<file path="src/rtl/proj_pkg.sv">
// proj_pkg: shared sizes and types for the sorter-to-extender path
package proj_pkg;
  localparam int SORTER_EXTENDER_INDICES_COUNT = 4;
  localparam int INDICE_LEN = 8;
  typedef logic [INDICE_LEN-1:0] idx_t;
  typedef idx_t [SORTER_EXTENDER_INDICES_COUNT-1:0] idx_vec_t;
  typedef enum logic {IDLE = 1'b0, SEND = 1'b1} ser_state_e;
endpackage

</file>
<file path="src/rtl/proj_idx_serializer.sv">
// proj_idx_serializer: captures a sorted index vector and replays it one index per beat
module proj_idx_serializer #(
  parameter int INDICES_COUNT = proj_pkg::SORTER_EXTENDER_INDICES_COUNT,
  parameter int INDICE_LEN = proj_pkg::INDICE_LEN
) (
  input  logic                                clk,
  input  logic                                rst,
  input  logic [INDICES_COUNT*INDICE_LEN-1:0] in_smallest_idx,
  input  logic                                in_sort_valid,
  output logic [INDICE_LEN-1:0]               out_index,
  output logic                                out_valid,
  output logic                                out_last,
  input  logic                                in_ready,
  output logic                                out_busy,
  output logic                                out_drop
);
  import proj_pkg::*;
  localparam int PW = INDICES_COUNT > 1 ? $clog2(INDICES_COUNT) : 1;
  ser_state_e state;
  logic [PW-1:0] ptr;
  logic [INDICES_COUNT-1:0][INDICE_LEN-1:0] buffer;
  logic at_last, xfer, last_xfer, capture;
  // beat decode: outputs come straight from the state, pointer and buffer registers
  always_comb begin
    at_last = ptr == PW'(INDICES_COUNT - 1);
    xfer = state == SEND && in_ready;
    last_xfer = xfer && at_last;
    capture = in_sort_valid && (state == IDLE || last_xfer);
    out_valid = state == SEND;
    out_busy = state == SEND;
    out_last = state == SEND && at_last;
    out_index = buffer[ptr];
  end
  // frame capture, pointer advance and drop reporting
  always_ff @(posedge clk) begin
    if (rst) begin
      state <= IDLE;
      ptr <= '0;
      buffer <= '0;
      out_drop <= 1'b0;
    end else begin
      out_drop <= in_sort_valid && state == SEND && !last_xfer;
      if (capture) begin
        buffer <= in_smallest_idx;
        ptr <= '0;
        state <= SEND;
      end else if (last_xfer) state <= IDLE;
      else if (xfer) ptr <= ptr + 1'b1;
    end
  end
endmodule
</file>
<file path="config.mk">
export PLATFORM = sky130hd
export DESIGN_NAME = proj_idx_serializer
export DESIGN_NICKNAME = d
export VERILOG_FILES = /design/src/rtl/proj_pkg.sv /design/src/rtl/proj_idx_serializer.sv
export SDC_FILE = /design/constraint.sdc
export NUM_CORES = 1
export LEC_CHECK = 0
export ABC_AREA = 1
export CORE_MARGIN = 2
export CORE_UTILIZATION = 44
export DETAILED_ROUTE_END_ITERATION = 6
export GPL_TIMING_DRIVEN = 0
export PLACE_DENSITY = 0.76
export SYNTH_ARGS = -nofsm -noshare
export SYNTH_HDL_FRONTEND = slang
export SYNTH_SLANG_ARGS = --single-unit
</file>
<file path="constraint.sdc">
create_clock -name clk -period 1.16 [get_ports clk]
set_input_delay 0.116 -clock clk [delete_from_list [all_inputs] [get_ports clk]]
set_output_delay 0.116 -clock clk [all_outputs]
set_load 0.02 [all_outputs]
</file>
* Word-level counts from Yosys, hierarchy flattened
Index checks and enable logic that the tools add are counted.
** Word-level totals
- Register bits :: 36
- Output and inout port bits :: 12
- Word-level logic and storage cells :: 27
** Cells by class
- $add $sub $neg :: 1
- Order comparisons :: 1
- Equality and inequality tests :: 1
- Mux-type cells :: 4
- Bitwise logic cells :: 2
- Reductions and logical operators :: 11
** Operator list (number)
- 8-bit binary-select mux with 2-bit select :: 1
- 8-bit two-way mux :: 1
- 1-bit logical AND :: 6
- 2-bit by 3-bit < comparator with 1-bit output, second input constant :: 1
- 2-bit by 1-bit adder with 2-bit output, second input constant :: 1
- 2-bit equality test, second input constant :: 1
- 1-bit two-way mux :: 2
- 1-bit inverter :: 2
- 2-bit AND reduction :: 1
- 2-bit nonzero test :: 1
- 2-bit OR reduction :: 1
- 1-bit logical NOT :: 1
- 1-bit logical OR :: 1

* Depth between registers and ports, before layout
Gate-level depths: netlist of the first run.
- Word-level depth :: 5
- Depth in mapped cells :: 7
- Gate-level depth less buffers :: 7

* Least setup slack after synthesis of the first run
OpenSTA, ideal clock, no wires.
- Kind :: register to output
- From :: register ptr[0]
- To :: output port out_index[7]
- Data arrival time :: 1.211 ns
- Setup slack :: -0.167 ns
- Cell stages (with the launch flop) :: 5
- Buffers on the path :: 2
- Cells stage by stage :: dfxtp_1 -> buf_2 -> buf_2 -> nor2_1 -> o21ai_0
** Between the ends
- Cells in the longest elaborated chain, start to end :: 2
** Ends and longest elaborated chain
- start, declared :: RTL line proj_idx_serializer.sv:20 : logic [PW-1:0] ptr;
- start signal, assigned :: RTL line proj_idx_serializer.sv:48 : else if (xfer) ptr <= ptr + 1'b1;
- 8-bit binary-select mux with 2-bit select :: RTL line proj_idx_serializer.sv:32 : out_index = buffer[ptr];
- 8-bit two-way mux (implied by the code) :: RTL line proj_idx_serializer.sv:32
- end, declared :: RTL line proj_idx_serializer.sv:10 : output logic [INDICE_LEN-1:0] out_index,
No other way between the ends. The select of a mux whose other input is x is not followed.

* Final worst setup path of the first run
- From :: register ptr[0]
- To :: output port out_index[5]
Same word-level chain as after synthesis.

==> impl_metrics.yaml, run 1 <==
logic_synthesis:
  mappedNetlistNets: 328
  yosysSeqAreaShare_pct: 37.3
  synth_cells: 291
  synth_warnings: 0
  ys_types: 20
  syn_area_um2: 1930
  synth.avg_cell_area_um2: 6.63
  synth-seq-cells: 36
power_and_ir_drop:
  p_seq_share_pct: 43.2
  p_leak_nw: 1.43
  combPwrFrac_pct: 29.0
  p_per_area_nw_per_um2: 1040
  p_int_mw: 2.30
  swShare_pct: 30.1
  p_clk_share_pct: 27.8
  worst_ir_drop_vdd_v: 0.000551
  power.total_mw: 3.28
  switchingPower_uw: 986
sta:
  finalWorstSetupSlack_ns: -0.409
  max_freq_ghz: 0.638
  fin_crit_sh_pct: 135
  setup_viol: 45
  hold_viol: 0
  worst_pin_slew_ns: 0.573
  fin_crit_ns: 1.57
  slew_headroom_pct: 61.8
  drv_slew: 0
  final.setup_skew_ns: 0.00191
  grt_setup_unrepaired: "true"
route:
  viasPerCell: 5.27
  ant_nets: 0
  drt_iter0_drc: 137
  drcViolationCount: 0
  post_drt_wl_per_cell_um: 15.2
  dr.pass1.iters: 4
  finalWirelength_um: 6300
  vias: 2180
clock_tree:
  numClockSinks: 36
  numCtsBuffers: 5
  cts_tree: "yes"
  path_clk_slew_ns: 0.07
  htreeDepth: 2
  clock_latency_ns: 0.29
  cts_root_buf: "clkbuf_8"
  hold_buffers: 0
  clk_path_buf_depth: 2
layout:
  fin_util_pct: 73.7
  area_delta_synth_final_pct: 64.0
  seqCellArea_um2: 729
  fin_area_um2: 3170
  layout-drive-gt1-share_pct: 34.5
  diodes: 0
  n_fill_cell: 325
  multi_input_area_um2: 1250
  nets: 398
worst_setup_path:
  required_ns: 1.04
  crit_path_max_fanout: 10
  arrival_ns: 1.45
  rr_worst_depth: 9
  crit_start: "ptr[0]"
  reg2reg_from: "ptr[0]"
  critPathKind: "reg -> out"
  cp-end-kind: "primary output"
  critPathLaunchType: "flop"
global_route:
  grt_pass1_wl_um: 9140
  met2_usage_pct: 40.4
  grt_max_degree: 11
  first_global_vias: 2052
  grt_use_total_pct: 23.5
  use_met3_pct: 6.49
  grt-ovfl-total: 0
  grtUsageMet1_pct: 27.4
  top_usage_layer: "met2"
  antenna_found_initial: 0
worst_hold_path:
  holdCritStartpoint: "in_sort_valid"
  hold_depth: 4
  hold_path.class: "in -> reg"
placed_design:
  place_area_um2: 2480
  gp_congestion: 0.832
  dpl.hpwl_um: 3420
  portBuffers: 46
floorplanning:
  die_h_um: 70.2
  rows: 24
  start_util_pct: 45.0
  die_area_um2: 4930
  die_w_um: 70.2
  ios: 48
  core_um2: 4290
run_status:
  status: "finished, violations left"
  violations: "negative setup slack"
job:
  cap_violations: 0
cell families after synthesis:
kind of cell / count (synthesis) / synth area share, %
simple gates: 135 / 28.8
flops: 36 / 37.3
compound gates: 58 / 18.5
buf+inv: 61 / 14.6
fa+ha+maj: 1 / 0.648
routing by layer:
metal,up-vias,wire length (um)
met2,105,3220
met4,0,248
met1,999,2370
li1,1056,-
met5,-,0
met3,20,459
cells in the mapped netlist (all sizes together):
master	n	area (um^2)
nor2	57	214
nand2	42	160
inv	39	146
dfxtp	36	721
a21oi	34	238
nand3	33	165
o21ai	24	120
buf	18	121
clkbuf	4	15.0
nand4	2	12.5
ha	1	12.5
nor3	1	5.00
timing repair:
action | in CTS | in global routing
cloned | 3 | 2
gates resized for setup | 129 | 41
pin swaps | 9 | 21
buffers inserted | 10 | 4
endpoints found under the setup margin | 48 | 47
cells in the final DEF (no fill, tap or decap), drive strengths merged:
cell type / synthesis / final
nand4: 2 / 2
nand3: 33 / 33
dfxtp: 36 / 36
clkdlybuf4s50: 0 / 34
a21oi: 34 / 34
nor2: 57 / 57
nor3: 1 / 1
clkbuf: 4 / 15
dlygate4sd2: 0 / 2
buf: 18 / 42
inv: 39 / 39
nand2: 42 / 42
o21ai: 24 / 24
ha: 1 / 1
final cells by class:
| type | count | area share (%) |
|---|---|---|
| plain buffers | 21 | 6.05 |
| clock buffers | 8 | 2.85 |
| inverters | 39 | 4.86 |
| multi-input cells | 194 | 39.4 |
| flip-flops and latches | 36 | 23.0 |
| well taps | 52 | 2.06 |
| repair buffers | 64 | 21.8 |
sequential cells by signal, summed over array words and instances (netlist names):
signal,flops
ptr,2
buffer,32
out_busy,1
out_drop,1
path summary, 6_finish.rpt:
check	to	slack [ns]
max	out_index[5]	-0.41
min	buffer[20]	0.29
max reg2reg	buffer[27]	-0.33
min reg2reg	buffer[10]	0.49
through the flow:
step,setup slack (ns),cells,hold slack (ns),setup TNS (ns)
CTS,-0.279,410,0.246,-6.59
floorplan,-0.0135,291,0.178,-0.181
global placement,-0.673,389,0.465,-13.16
detailed placement,-0.663,389,0.472,-14.10
global route,-0.444,414,0.295,-14.55
finish,-0.409,414,0.285,-12.79
power groups by stage:
stage / logic, mW / clock network (mW) / registers, mW
2_1_floorplan: 0.438 / 0 / 1.41
3_3_place_gp: 0.696 / 0 / 1.42
3_5_place_dp: 0.705 / 0 / 1.42
4_1_cts: 0.824 / 0.916 / 1.40
5_1_grt: 1.03 / 0.991 / 1.43
6_report: 0.952 / 0.911 / 1.42
worst max-delay path, cell delays in order, from the launching register on:
cell and delay (ns):
dfxtp_2 0.35, buf_6 0.14, buf_6 0.15, nor2_2 0.04, nor2_1 0.16, o21ai_2 0.10, o21ai_2 0.09, buf_6 0.14
Note: power is estimated with default switching activity, not from simulation.
==> run 2: changes to the inputs <==
==> constraint.sdc (replaced) <==
create_clock -name clk -period 1.16 [get_ports clk]
set_input_delay 0.116 -clock clk [delete_from_list [all_inputs] [get_ports clk]]
set_output_delay 0.116 -clock clk [all_outputs]
set_load 0.1 [all_outputs]
==> run 2 against run 1 <==
The flow still finishes with violations (negative setup slack). Sequential cell count unchanged. Core utilization up 9.3 points. Largest power group unchanged. Combinational power up 49%. Design area up 13%.
==> impl_metrics.yaml, run 2 (synthesis gave the netlist of run 1 again) <==
route:
  ant_nets: 0
  vias: 2283
  drt_iter0_drc: 179
  viasPerCell: 5.45
  finalWirelength_um: 7510
  dr.pass1.iters: 4
  post_drt_wl_per_cell_um: 17.9
  drcViolationCount: 0
global_route:
  grt_pass1_wl_um: 11400
  first_global_vias: 2366
  grt_use_total_pct: 29.9
  antenna_found_initial: 0
  grt-ovfl-total: 0
  grt_max_degree: 12
worst_setup_path:
  r2r-end: "buffer[28]"
  crit_path_max_incr_delay_ns: 0.35
  crit_start: "ptr[0]"
  arrival_ns: 1.57
  critPathLaunchType: "flop"
  rrSetupSlack_ns: -0.32
  worstPathCellList: "buf_8 -> nor2_1 -> nor2_1 -> o21ai_4 -> o21ai_4 -> buf_12"
  critPathKind: "reg -> out"
  cp-end-kind: "primary output"
  crit_path_max_fanout: 8
  cp_slowest_cell: "dfxtp_2"
  rr_worst_depth: 9
  required_ns: 1.04
  reg2reg_from: "ptr[0]"
  crit_end: "out_index[4]"
layout:
  largest_register: "buffer"
  final_common_cell: "nor2_1"
  layout-drive-gt1-share_pct: 42.2
  fin_util_pct: 83.0
  largest_reg_flops: 32
  final_cell_mix: "nor2_1, inv_1, clkdlybuf4s50_1, nand2_1, dfxtp_1"
  reg_top3: "buffer x32, ptr x2"
  n_fill_cell: 251
  diodes: 0
  nets: 403
  area_delta_synth_final_pct: 84.6
placed_design:
  dpl.hpwl_um: 3480
  gp_congestion: 0.854
  portBuffers: 46
floorplanning:
  core_um2: 4290
  start_util_pct: 45.0
  die_area_um2: 4930
  die_h_um: 70.2
  die_w_um: 70.2
  rows: 24
  ios: 48
run_status:
  status: "finished, violations left"
  violations: "negative setup slack"
sta:
  grt_setup_unrepaired: "true"
  slew_headroom_pct: 49.5
  fin_crit_sh_pct: 145
  drv_slew: 0
  hold_viol: 0
  finalWorstSetupSlack_ns: -0.526
  worst_pin_slew_ns: 0.757
  setup_viol: 45
  fin_crit_ns: 1.69
  final.setup_skew_ns: 0.00793
  max_freq_ghz: 0.593
power_and_ir_drop:
  p_per_area_nw_per_um2: 1070
  p_leak_nw: 1.55
  worst_ir_drop_vdd_v: 0.000681
  power.total_mw: 3.82
clock_tree:
  path_clk_slew_ns: 0.08
  clock_latency_ns: 0.30
  hold_buffers: 0
  numClockSinks: 36
  numCtsBuffers: 5
  cts_tree: "yes"
  htreeDepth: 2
  clk_path_buf_depth: 2
  cts_root_buf: "clkbuf_8"
worst_hold_path:
  hold_path.class: "in -> reg"
job:
  cap_violations: 0
-- run 2: cell count changes in the layout (fill, tap and decap cells not counted), sizes merged --
cell,before,now
buf,42,49
clkbuf,15,13
clkinv,0,2
clkinvlp,0,1
dlygate4sd2,2,0
inv,39,38
-- run 2: final cells by class --
class                   instances  area, um^2  share of cell area [%]
plain buffers                  20         205                    5.76
clock buffers                   6        82.6                    2.32
clock inverters                 2        10.0                   0.281
inverters                      39         160                    4.49
multi-input cells             194        1430                    40.0
flip-flops and latches         36         729                    20.5
well taps                      52        65.1                    1.83
repair buffers                 70         886                    24.9
-- run 2: stage by stage --
| step | worst slack (ns) | TNS [ns] | instances | hold WS [ns] | cell area, um^2 |
|---|---|---|---|---|---|
| after floorplan | -0.194 | -2.25 | 291 | 0.175 | 2070 |
| after global placement | -1.12 | -19.06 | 389 | 0.464 | 2600 |
| after detailed placement | -1.11 | -19.68 | 389 | 0.470 | 2600 |
| after CTS | -0.398 | -10.0 | 418 | 0.236 | 3390 |
| after global routing | -0.544 | -13.49 | 419 | 0.284 | 3560 |
| final | -0.526 | -11.57 | 419 | 0.253 | 3560 |
-- run 2: worst max-delay path: cells and delay by family (launching register included) --
family | cells | cell delay (ns)
flops | 1 | 0.35
simple gates | 2 | 0.34
compound gates | 2 | 0.23
buf+inv | 2 | 0.34
-- run 2: worst min-delay path by stage --
stage	from	end	slack, ns	cells past startpoint
2_1_floorplan	rst	out_busy	0.18	1
3_3_place_gp	buffer[9]	buffer[9]	0.46	2
3_5_place_dp	buffer[9]	buffer[9]	0.47	2
4_1_cts	in_sort_valid	buffer[20]	0.24	4
5_1_grt	in_sort_valid	buffer[20]	0.28	4
6_report	in_sort_valid	buffer[31]	0.25	4
-- run 2: timing repair --
item                                    4_1_cts  5_1_grt
cloned                                        7        0
setup buffers                                15        3
endpoints found under the setup margin       48       48
gates resized for setup                     207       36
pin swaps                                    23       19
-- run 2: layer usage --
metal	global-route usage, %	vias to the layer above	part of all wire [%]
met5	0	-	0
met4	17.1	0	7.5
met3	7.50	47	6.2
met2	49.8	115	48
met1	34.6	1054	38
li1	-	1067	-
-- run 2: power by group --
part / total, mW / internal [mW] / leakage [nW] / switching, mW
Clock: 0.955 / 0.474 / 0.0510 / 0.481
Sequential: 1.44 / 1.33 / 0.300 / 0.113
Combinational: 1.42 / 0.636 / 1.20 / 0.784
Total: 3.82 / 2.44 / 1.55 / 1.38
